File: src/rtl/spi_controller.sv
// SPI mode-0 write initiator: one {1'b1, addr[6:0], data} frame per accepted request.
// Optional macro SPI_CTRL_ADDR_CHECK_EN rejects addresses above MAX_ADDR without sending a frame.
module spi_controller #(
  parameter int W          = 8,
  parameter int CLK_DIV    = 4,
  parameter int GAP_CYCLES = 8,
  parameter int MAX_ADDR   = 4
) (
  input  logic         clk,
  input  logic         rst,
  input  logic         req_valid,
  output logic         req_ready,
  input  logic [6:0]   req_addr,
  input  logic [W-1:0] req_data,
  output logic         busy,
  output logic         done,
  output logic         err,
  output logic         sclk,
  output logic         ncs,
  output logic         copi
);

  localparam int FRAME = 8 + W;
  localparam int BW    = $clog2(FRAME);
  localparam int MAXC  = (CLK_DIV > GAP_CYCLES) ? CLK_DIV : GAP_CYCLES;
  localparam int CW    = $clog2(MAXC);

  typedef enum logic [2:0] {IDLE, SETUP, HIGH, LOW, TAIL, GAP} state_t;

  state_t           state, state_nxt;
  logic [CW-1:0]    div_cnt, div_nxt;
  logic [BW-1:0]    bit_cnt, bit_nxt;
  logic [FRAME-1:0] shreg, shreg_nxt;
  logic             sclk_nxt, ncs_nxt, copi_nxt, done_nxt, err_nxt, busy_nxt, ready_nxt;
  logic             handshake, div_last, gap_last, addr_bad;

  assign handshake = req_valid & req_ready;
  assign div_last  = (div_cnt == CW'(CLK_DIV - 1));
  assign gap_last  = (div_cnt == CW'(GAP_CYCLES - 1));

`ifdef SPI_CTRL_ADDR_CHECK_EN
  assign addr_bad = (req_addr > 7'(MAX_ADDR));
`else
  assign addr_bad = 1'b0;
`endif

  // Next-state and next-output logic; every output is registered below.
  always_comb begin
    state_nxt = state;
    div_nxt   = div_cnt + CW'(1);
    bit_nxt   = bit_cnt;
    shreg_nxt = shreg;
    sclk_nxt  = sclk;
    ncs_nxt   = ncs;
    copi_nxt  = copi;
    done_nxt  = 1'b0;
    err_nxt   = 1'b0;
    case (state)
      IDLE: begin
        div_nxt = {CW{1'b0}};
        if (handshake) begin
          if (addr_bad) begin
            done_nxt = 1'b1;
            err_nxt  = 1'b1;
          end else begin
            shreg_nxt = {1'b1, req_addr, req_data};
            bit_nxt   = BW'(FRAME - 1);
            ncs_nxt   = 1'b0;
            copi_nxt  = 1'b1;
            state_nxt = SETUP;
          end
        end else begin
          state_nxt = IDLE;
        end
      end
      SETUP, LOW: begin
        if (div_last) begin
          div_nxt   = {CW{1'b0}};
          sclk_nxt  = 1'b1;
          state_nxt = HIGH;
        end else begin
          state_nxt = state;
        end
      end
      HIGH: begin
        if (div_last) begin
          div_nxt  = {CW{1'b0}};
          sclk_nxt = 1'b0;
          if (bit_cnt == {BW{1'b0}}) begin
            state_nxt = TAIL;
          end else begin
            // copi only moves together with the falling sclk edge
            copi_nxt  = shreg[FRAME-2];
            shreg_nxt = {shreg[FRAME-2:0], 1'b0};
            bit_nxt   = bit_cnt - BW'(1);
            state_nxt = LOW;
          end
        end else begin
          state_nxt = HIGH;
        end
      end
      TAIL: begin
        if (div_last) begin
          div_nxt   = {CW{1'b0}};
          ncs_nxt   = 1'b1;
          copi_nxt  = 1'b0;
          state_nxt = GAP;
        end else begin
          state_nxt = TAIL;
        end
      end
      GAP: begin
        if (gap_last) begin
          div_nxt   = {CW{1'b0}};
          done_nxt  = 1'b1;
          state_nxt = IDLE;
        end else begin
          state_nxt = GAP;
        end
      end
      default: begin
        div_nxt   = {CW{1'b0}};
        sclk_nxt  = 1'b0;
        ncs_nxt   = 1'b1;
        copi_nxt  = 1'b0;
        state_nxt = IDLE;
      end
    endcase
    busy_nxt  = (state_nxt != IDLE);
    ready_nxt = (state_nxt == IDLE);
  end

  // State, counters, shift register and registered outputs.
  always_ff @(posedge clk) begin
    if (rst) begin
      state     <= IDLE;
      div_cnt   <= {CW{1'b0}};
      bit_cnt   <= {BW{1'b0}};
      shreg     <= {FRAME{1'b0}};
      sclk      <= 1'b0;
      ncs       <= 1'b1;
      copi      <= 1'b0;
      done      <= 1'b0;
      err       <= 1'b0;
      busy      <= 1'b0;
      req_ready <= 1'b1;
    end else begin
      state     <= state_nxt;
      div_cnt   <= div_nxt;
      bit_cnt   <= bit_nxt;
      shreg     <= shreg_nxt;
      sclk      <= sclk_nxt;
      ncs       <= ncs_nxt;
      copi      <= copi_nxt;
      done      <= done_nxt;
      err       <= err_nxt;
      busy      <= busy_nxt;
      req_ready <= ready_nxt;
    end
  end

endmodule

File: config.mk
export PLATFORM = sky130hd
export DESIGN_NAME = spi_controller
export DESIGN_NICKNAME = d
export VERILOG_FILES = /design/src/rtl/spi_controller.sv
export SDC_FILE = /design/constraint.sdc
export NUM_CORES = 1
export LEC_CHECK = 0
export CORE_ASPECT_RATIO = 0.7
export CORE_UTILIZATION = 50
export DETAILED_ROUTE_END_ITERATION = 10
export PLACE_DENSITY = 0.75
export SYNTH_ARGS = -nofsm -noshare
export SYNTH_HDL_FRONTEND = slang
export SYNTH_SLANG_ARGS = --single-unit
File: constraint.sdc
create_clock -name clk -period 6.3 [get_ports clk]
set_clock_uncertainty 0.2 [all_clocks]
set_input_delay 0.63 -clock clk [delete_from_list [all_inputs] [get_ports clk]]
set_output_delay 0.63 -clock clk [all_outputs]
set_load 0.01 [all_outputs]
==> results of run 1 <==
-- cells in the final DEF, fill, tap and decap left out, types with 2 or more instances in the layout --
| cell | count |
|---|---|
| dfxtp_1 | 31 |
| nor2_1 | 23 |
| clkdlybuf4s50_1 | 23 |
| a211oi_2 | 15 |
| mux2i_1 | 14 |
| inv_1 | 9 |
| a21oi_1 | 9 |
| nand2_1 | 7 |
| ha_1 | 7 |
| clkbuf_8 | 6 |
| nand2b_1 | 3 |
| o22ai_1 | 3 |
| nor3_1 | 3 |
| a311oi_1 | 3 |
| nor2b_1 | 2 |
| a21o_1 | 2 |
| and3_1 | 2 |
| a2bb2oi_1 | 2 |
| o21ai_0 | 2 |
| buf_4 | 2 |
-- kinds of logic after synthesis --
kind of cell	synth area share, %
buffers and inverters	6.69
AND/OR/NAND/NOR	15.3
multiplexers	8.72
flip-flops	38.6
adder cells (fa/ha/maj)	5.45
AO/OA/AOI/OAI	25.0
other	0.233
-- routing by layer --
| layer | routed length, um | vias to the layer above | track usage [%] |
|---|---|---|---|
| li1 | - | 634 | - |
| met1 | 1660 | 572 | 27.3 |
| met2 | 1400 | 17 | 31.6 |
| met3 | 121 | 2 | 6.61 |
| met4 | 25 | 0 | 6.00 |
| met5 | 0 | - | 0 |
-- critical path: cells and delay by family (launching register included) --
family	cells	cell delay, ns
adder cells (fa/ha/maj)	2	0.63
AND/OR/NAND/NOR	1	0.26
AO/OA/AOI/OAI	3	1.25
flip-flops	1	0.35
-- worst paths after layout --
path         depth (start not counted)             startpoint                      end
max                                  6  div_cnt[0]$_SDFF_PP0_  bit_cnt[3]$_SDFFE_PP0P_
min                                  1  div_cnt[0]$_SDFF_PP0_    div_cnt[0]$_SDFF_PP0_
max reg2reg                          6  div_cnt[0]$_SDFF_PP0_  bit_cnt[3]$_SDFFE_PP0P_
min reg2reg                          1  div_cnt[0]$_SDFF_PP0_    div_cnt[0]$_SDFF_PP0_
-- stage by stage --
stage	setup slack [ns]	instance area (um2)	util (%)	total power, uW
after floorplan	4.17	1610	-	304
after global placement	3.67	1820	62.4	326
after detailed placement	3.54	1820	62.4	332
after CTS	3.54	1940	66.4	534
after global routing	3.27	1940	66.4	554
final	3.50	1940	66.4	530
-- synth_stat cells --
cell type and instances:
dfxtp_1 31, nor2_1 23, a211oi_2 15, mux2i_1 14, a21oi_1 9, inv_1 9, ha_1 7, nand2_1 7
clkbuf_1 5, a311oi_1 3, nand2b_1 3, nor3_1 3, o22ai_1 3, a21o_1 2, a2bb2oi_1 2, and3_1 2
buf_1 2, buf_2 2, buf_4 2, buf_6 2, nor2b_1 2, o21ai_0 2, a21boi_0 1, a221o_1 1
a22oi_1 1, a32o_1 1, a32oi_1 1, and3b_1 1, conb_1 1, nand3_1 1, nand4bb_1 1, nor3b_1 1
nor4bb_1 1, o21bai_1 1, o22ai_4 1, o2bb2a_1 1, or2_1 1, or2_2 1, or3_4 1, or3b_1 1
-- power breakdown --
group / switching, uW / total (uW) / internal, uW
registers: 14.4 / 231 / 217
clock network: 74.4 / 202 / 128
logic: 49.0 / 96.4 / 47.4
-- sequential cells by signal, indices dropped and copies added (netlist names) --
signal	flops
div_cnt	3
copi	1
state	3
req_ready	1
shreg	15
sclk	1
ncs	1
bit_cnt	4
done	1
busy	1
-- final cells by class --
class,instances,area [um2]
multi-input combinational,115,880
clock inverter,2,35.0
tap,36,45.0
fill,224,981
inverter,9,33.8
clock buffer,6,82.6
sequential,31,621
timing repair buffer,25,245
==> out/metrics.yaml, run 1 <==
outcome: "finished clean"
start_util_pct: 55.0
grt_pass1_vias: 1219
die_x_um: 69.8
drt-total-wl_um: 3210
avgViaCountPerCell: 5.47
path_class: "register to register"
cts-resized-gates: 0
clkTransAtPathRegs_ns: 0.07
ys_seq_area_share_pct: 38.6
grt_start_max_net_pins: 35
synth_top_area_share_pct: 38.6
slew_headroom_pct: 31.2
syn_inst: 168
leakage_uw: 0.000707
timing.hold.ws_ns: 0.256
cp_common_cell: "ha_1"
layout.nets: 212
max_stage_delay_ns: 0.82
avgSynthCellArea_um2: 9.57
grt_remaining_overflow: 0
period_share_pct: 44.5
clk_path_buf_depth: 2
yosys.cell_types.count: 40
ys_warn_count: 0
drtIter0Drc: 47
hold_buffers: 0
drt-wirelength-per-cell_um: 14.3
cts.htree.levels: 2
crit_slowest_cell: "o22ai_4"
tightest_slew_ns: 1.03
cts_made_buffers: 5
drtAntennaViolNets: 0
r2r_slack_ns: 3.50
synth_area_mm2: 0.00161
grt_pass1_wl_um: 5540
setup_viol: 0
fp.dieH_um: 49.4
final-hold-violation-count: 0
antenna_cells: 0
track_usage_pct: 20.4
hold_path_class: "register to register"
max_freq_mhz: 357
rsz0062_at_grt: "no"
drive_gt1_share_pct: 14.9
yosysTopAreaCell: "dfxtp_1"
stdcell_count: 224
placedCellCount: 216
antenna_found_initial: 0
hpwl_um: 2210
path_cells: "ha_1, ha_1, nand4bb_1, o22ai_4, a21oi_1, a311oi_1"
arrival_ns: 2.79
synth_nets: 193
core_mm2: 0.00292
crit_path_start_kind: "register"
synth-seq-cells: 31
dr.pass1.iters: 4
num_vias: 1225
drc_errors: 0
worst-path-max-fanout: 34
dieArea_mm2: 0.00345
finalSetupTns_ns: 0
vdd_drop_max_mv: 0.220
cts_tree: "yes"
synthTopCellsByArea: "dfxtp_1, a211oi_2, mux2i_1"
syn2layout_area_growth_pct: 20.8
place_congestion: 0.817
required_ns: 6.29
powerDensity_mw_per_mm2: 273
clk_latency_ns: 0.29
final_max_slew_viol_count: 0
maxCapViolations: 0
clock-sinks: 31
cts_setup_buffers: 0
rows: 16
root_buffer: "clkbuf_8"
io_buffers: 23
io_pins: 25
end_kind: "register"
fin_crit_ns: 2.80
No activity file was read; power rests on OpenSTA's default activity.
==> inputs of run 2 (changes only) <==
==> constraint.sdc (replaced) <==
create_clock -name clk -period 2.8 [get_ports clk]
set_clock_uncertainty 0.2 [all_clocks]
set_input_delay 0.28 -clock clk [delete_from_list [all_inputs] [get_ports clk]]
set_output_delay 0.28 -clock clk [all_outputs]
set_load 0.01 [all_outputs]
==> out/metrics.yaml, run 2 (synthesis results as in run 1) <==
layout.nets: 213
grt_pass1_wl_um: 5390
worst-path-max-fanout: 22
crit_path_start_kind: "register"
drc_errors: 0
min_from: "div_cnt[0]$_SDFF_PP0_"
cts_tree: "yes"
num_vias: 1249
pwr-share-clk_pct: 38.2
setup_viol: 0
top_regs: "shreg (15), bit_cnt (4)"
p_sw_share_pct: 25.8
r2r_slack_ns: 0.42
final_cell_mix: "dfxtp_1, nor2_1, clkdlybuf4s50_1"
max_stage_delay_ns: 0.41
startpoint: "div_cnt[0]$_SDFF_PP0_"
setup_ws_ns: 0.420
start_util_pct: 55.0
final_max_slew_viol_count: 0
clkTransAtPathRegs_ns: 0.07
io_buffers: 23
drive_gt1_share_pct: 15.3
path_class: "register to register"
layout_commonest_cell: "dfxtp_1"
n_fill_cell: 227
die_x_um: 69.8
crit_slowest_cell: "ha_1"
cts_setup_buffers: 0
clk_latency_ns: 0.28
leakage_uw: 0.000716
drt-total-wl_um: 3100
avgViaCountPerCell: 5.55
powerDensity_mw_per_mm2: 610
rows: 16
final-hold-violation-count: 0
required_ns: 2.81
io_pins: 25
r2r_start: "div_cnt[0]$_SDFF_PP0_"
clock-sinks: 31
rsz0062_at_grt: "no"
clk_path_buf_depth: 2
syn2layout_area_growth_pct: 22.0
max_freq_mhz: 420
cts_made_buffers: 5
cts.htree.levels: 2
preCtsSetupSlack_ns: 0.436
drtAntennaViolNets: 0
drt-wirelength-per-cell_um: 13.8
core_mm2: 0.00292
fp.dieH_um: 49.4
power_frac_comb_pct: 18.5
cts-resized-gates: 0
antenna_found_initial: 0
finalSetupTns_ns: 0
period_share_pct: 85.0
finalPower_uw: 1200
track_usage_pct: 20.1
place_area_mm2: 0.00184
intPower_uw: 888
end_kind: "register"
hold_path_class: "register to register"
hpwl_um: 2180
place_congestion: 0.821
grt_remaining_overflow: 0
drtIter0Drc: 86
placedCellCount: 217
top_register: "shreg"
power_switching_uw: 309
largest_reg_flops: 15
arrival_ns: 2.39
antenna_cells: 0
maxCapViolations: 0
p_seq_share_pct: 43.3
stdcell_count: 225
dieArea_mm2: 0.00345
grt_start_max_net_pins: 24
root_buffer: "clkbuf_8"
path_cells: "ha_1, ha_1, nand4bb_1, o22ai_4, buf_12, nor2_1, a211oi_2"
outcome: "finished clean"
slew_headroom_pct: 62.2
tightest_slew_ns: 0.566
crit_end: "shreg[4]$_SDFFE_PP0P_"
design_area_mm2: 0.00196
cp_common_cell: "ha_1"
vdd_drop_max_mv: 0.373
r2r_end: "shreg[4]$_SDFFE_PP0P_"
dr.pass1.iters: 4
fin_crit_ns: 2.38
reg2reg_depth: 7
grt_pass1_vias: 1210
hold_buffers: 0
run 2: cell types whose count changed in the layout (fill, tap and decap cells not counted):
cell	delta
buf_12	+1
run 2: worst min path at each step:
stage | end | slack [ns] | depth (start not counted)
floorplan | div_cnt[0]$_SDFF_PP0_ | 0.21 | 1
global placement | div_cnt[0]$_SDFF_PP0_ | 0.21 | 1
detailed placement | div_cnt[0]$_SDFF_PP0_ | 0.23 | 1
CTS | div_cnt[0]$_SDFF_PP0_ | 0.23 | 1
global route | div_cnt[0]$_SDFF_PP0_ | 0.26 | 1
finish | div_cnt[0]$_SDFF_PP0_ | 0.23 | 1
run 2: critical path, delay by kind of cell (launching register included):
family | cells | cell delay (ns)
fa+ha+maj | 2 | 0.64
compound gates | 2 | 0.57
flops | 1 | 0.33
simple gates | 2 | 0.32
buf+inv | 1 | 0.23
run 2: area by class of cell:
class | count | area (um2) | area share [%]
multi-input combinational | 115 | 880 | 44.8
sequential | 31 | 621 | 31.6
timing repair buffer | 26 | 265 | 13.5
clock buffer | 6 | 82.6 | 4.21
tap | 36 | 45.0 | 2.30
clock inverter | 2 | 35.0 | 1.79
inverter | 9 | 33.8 | 1.72
run 2: per-stage QoR:
| stage | util [%] | hold slack (ns) |
|---|---|---|
| 6_report | 67.1 | 0.231 |
| 5_1_grt | 67.1 | 0.259 |
| 4_1_cts | 67.1 | 0.234 |
| 3_5_place_dp | 63.1 | 0.229 |
| 3_3_place_gp | 63.1 | 0.215 |
| 2_1_floorplan | - | 0.208 |
run 2: power groups by stage:
stage / Sequential (uW) / Combinational, uW / Clock [uW]
after global routing: 525 / 245 / 487
after detailed placement: 528 / 221 / 0
after floorplan: 521 / 162 / 0
final: 518 / 221 / 457
after global placement: 526 / 214 / 0
after CTS: 518 / 223 / 465
run 2: layer usage:
metal / up-vias / GRT usage [%] / share of wire [%]
li1: 635 / - / -
met1: 580 / 26.3 / 51
met2: 30 / 31.4 / 42
met3: 4 / 7.85 / 4.9
met4: 0 / 4.00 / 1.5
met5: - / 0 / 0
==> inputs of run 3 (changes only) <==
==> constraint.sdc (replaced) <==
create_clock -name clk -period 2.2 [get_ports clk]
set_clock_uncertainty 0.2 [all_clocks]
set_input_delay 0.22 -clock clk [delete_from_list [all_inputs] [get_ports clk]]
set_output_delay 0.22 -clock clk [all_outputs]
set_load 0.01 [all_outputs]
==> out/metrics.yaml, run 3 (synthesis results as in run 1) <==
die_x_um: 69.8
crit_path_start_kind: "register"
clock-sinks: 31
start_util_pct: 55.0
vdd_drop_max_mv: 0.498
drtIter0Drc: 89
crit_slowest_cell: "or3b_1"
clk_path_buf_depth: 2
dr.pass1.iters: 4
design_area_mm2: 0.00207
path_cells: "inv_1, ha_1, or3b_1, a221o_1, a32o_1, or2_1"
final-hold-violation-count: 0
layout.nets: 223
max_stage_delay_ns: 0.40
powerDensity_mw_per_mm2: 757
wl_met2_um: 1560
io_pins: 25
outcome: "finished clean"
antenna_cells: 0
drt-wirelength-per-cell_um: 15.0
maxCapViolations: 0
core_mm2: 0.00292
avgViaCountPerCell: 5.71
place_congestion: 0.826
period_share_pct: 95.4
dieArea_mm2: 0.00345
grt_pass1_wl_um: 5660
place_area_mm2: 0.00189
root_buffer: "clkbuf_8"
leakage_uw: 0.000776
path_class: "register to register"
top_regs: "shreg (15), bit_cnt (4)"
n_fill_cell: 201
largest_reg_flops: 15
track_usage_pct: 20.9
grt_start_max_net_pins: 29
io_buffers: 23
end_kind: "register"
layout_commonest_cell: "dfxtp_1"
clk_latency_ns: 0.28
num_vias: 1343
arrival_ns: 2.08
final_cell_mix: "dfxtp_1, nor2_1, clkdlybuf4s50_1"
setup_viol: 0
drt-total-wl_um: 3530
drive_gt1_share_pct: 20.1
clkTransAtPathRegs_ns: 0.07
m1WireLength_um: 1800
finalSetupTns_ns: 0
final_max_slew_viol_count: 0
fp.dieH_um: 49.4
rsz0062_at_grt: "no"
drtAntennaViolNets: 0
cts_made_buffers: 5
required_ns: 2.18
syn2layout_area_growth_pct: 28.7
cts.htree.levels: 2
topRoutingLayerUsed: "met4"
rows: 16
antenna_found_initial: 0
top_register: "shreg"
hold_buffers: 0
max_freq_mhz: 477
hpwl_um: 2420
wl_met3_um: 136
drc_errors: 0
grt_pass1_vias: 1229
grt_remaining_overflow: 0
cts_tree: "yes"
worst-path-max-fanout: 4
fin_crit_ns: 2.10
hold_path_class: "register to register"
## run 3: changes by cell type in the layout (fill, tap and decap cells not counted), sizes merged
cell / previous run / this run
buf: 3 / 12
clkbuf: 6 / 7
## run 3: critical path: cells and delay by family, from the launching register on
kind                       cells  cell delay [ns]
buffers and inverters          1             0.09
and+or+nand+nor                2             0.60
adders and majority gates      1             0.16
DFF                            1             0.35
AOI/OAI and AO/OA              2             0.59
## run 3: area by class of cell
class                   count  area [um2]  area share, %
multi-input cells         115         882           42.6
flip-flops and latches     31         621           30.0
repair buffers             36         370           17.9
clock buffers               6        82.6           3.99
well taps                  36        45.0           2.18
clock inverters             2        35.0           1.69
inverters                   9        33.8           1.63
## run 3: final timing paths
kind / to / slack, ns / start / cells after the start
worst min-delay path: div_cnt[0]$_SDFF_PP0_ / 0.24 / div_cnt[0]$_SDFF_PP0_ / 1
worst max-delay path: busy$_SDFF_PP0_ / 0.10 / bit_cnt[0]$_SDFFE_PP0P_ / 6
worst max register to register: busy$_SDFF_PP0_ / 0.10 / bit_cnt[0]$_SDFFE_PP0P_ / 6
worst min register to register: div_cnt[0]$_SDFF_PP0_ / 0.24 / div_cnt[0]$_SDFF_PP0_ / 1
## run 3: power breakdown
part	switching [uW]	internal [uW]
registers	41.8	621
clock network	207	366
logic	153	179
total	401	1170
## run 3: metrics by stage
stage	utilization [%]	power [uW]	setup WS, ns	cells	hold WS [ns]
after global routing	70.8	1650	0.0146	235	0.260
after floorplan	-	870	0.0683	168	0.208
after detailed placement	64.6	965	0.0958	223	0.232
after CTS	68.7	1540	0.0721	231	0.238
after global placement	64.6	952	0.167	223	0.215
final	70.8	1570	0.102	235	0.239
## run 3: metal layers
metal / vias to the layer above / track usage (%)
li1: 659 / -
met1: 653 / 28.5
met2: 24 / 32.1
met3: 7 / 4.75
met4: 0 / 8.33
met5: - / 0
## run 3: what timing repair did
action	in CTS	in global routing
buffers inserted	0	3
gates resized for setup	0	1
setup endpoints to repair	0	16
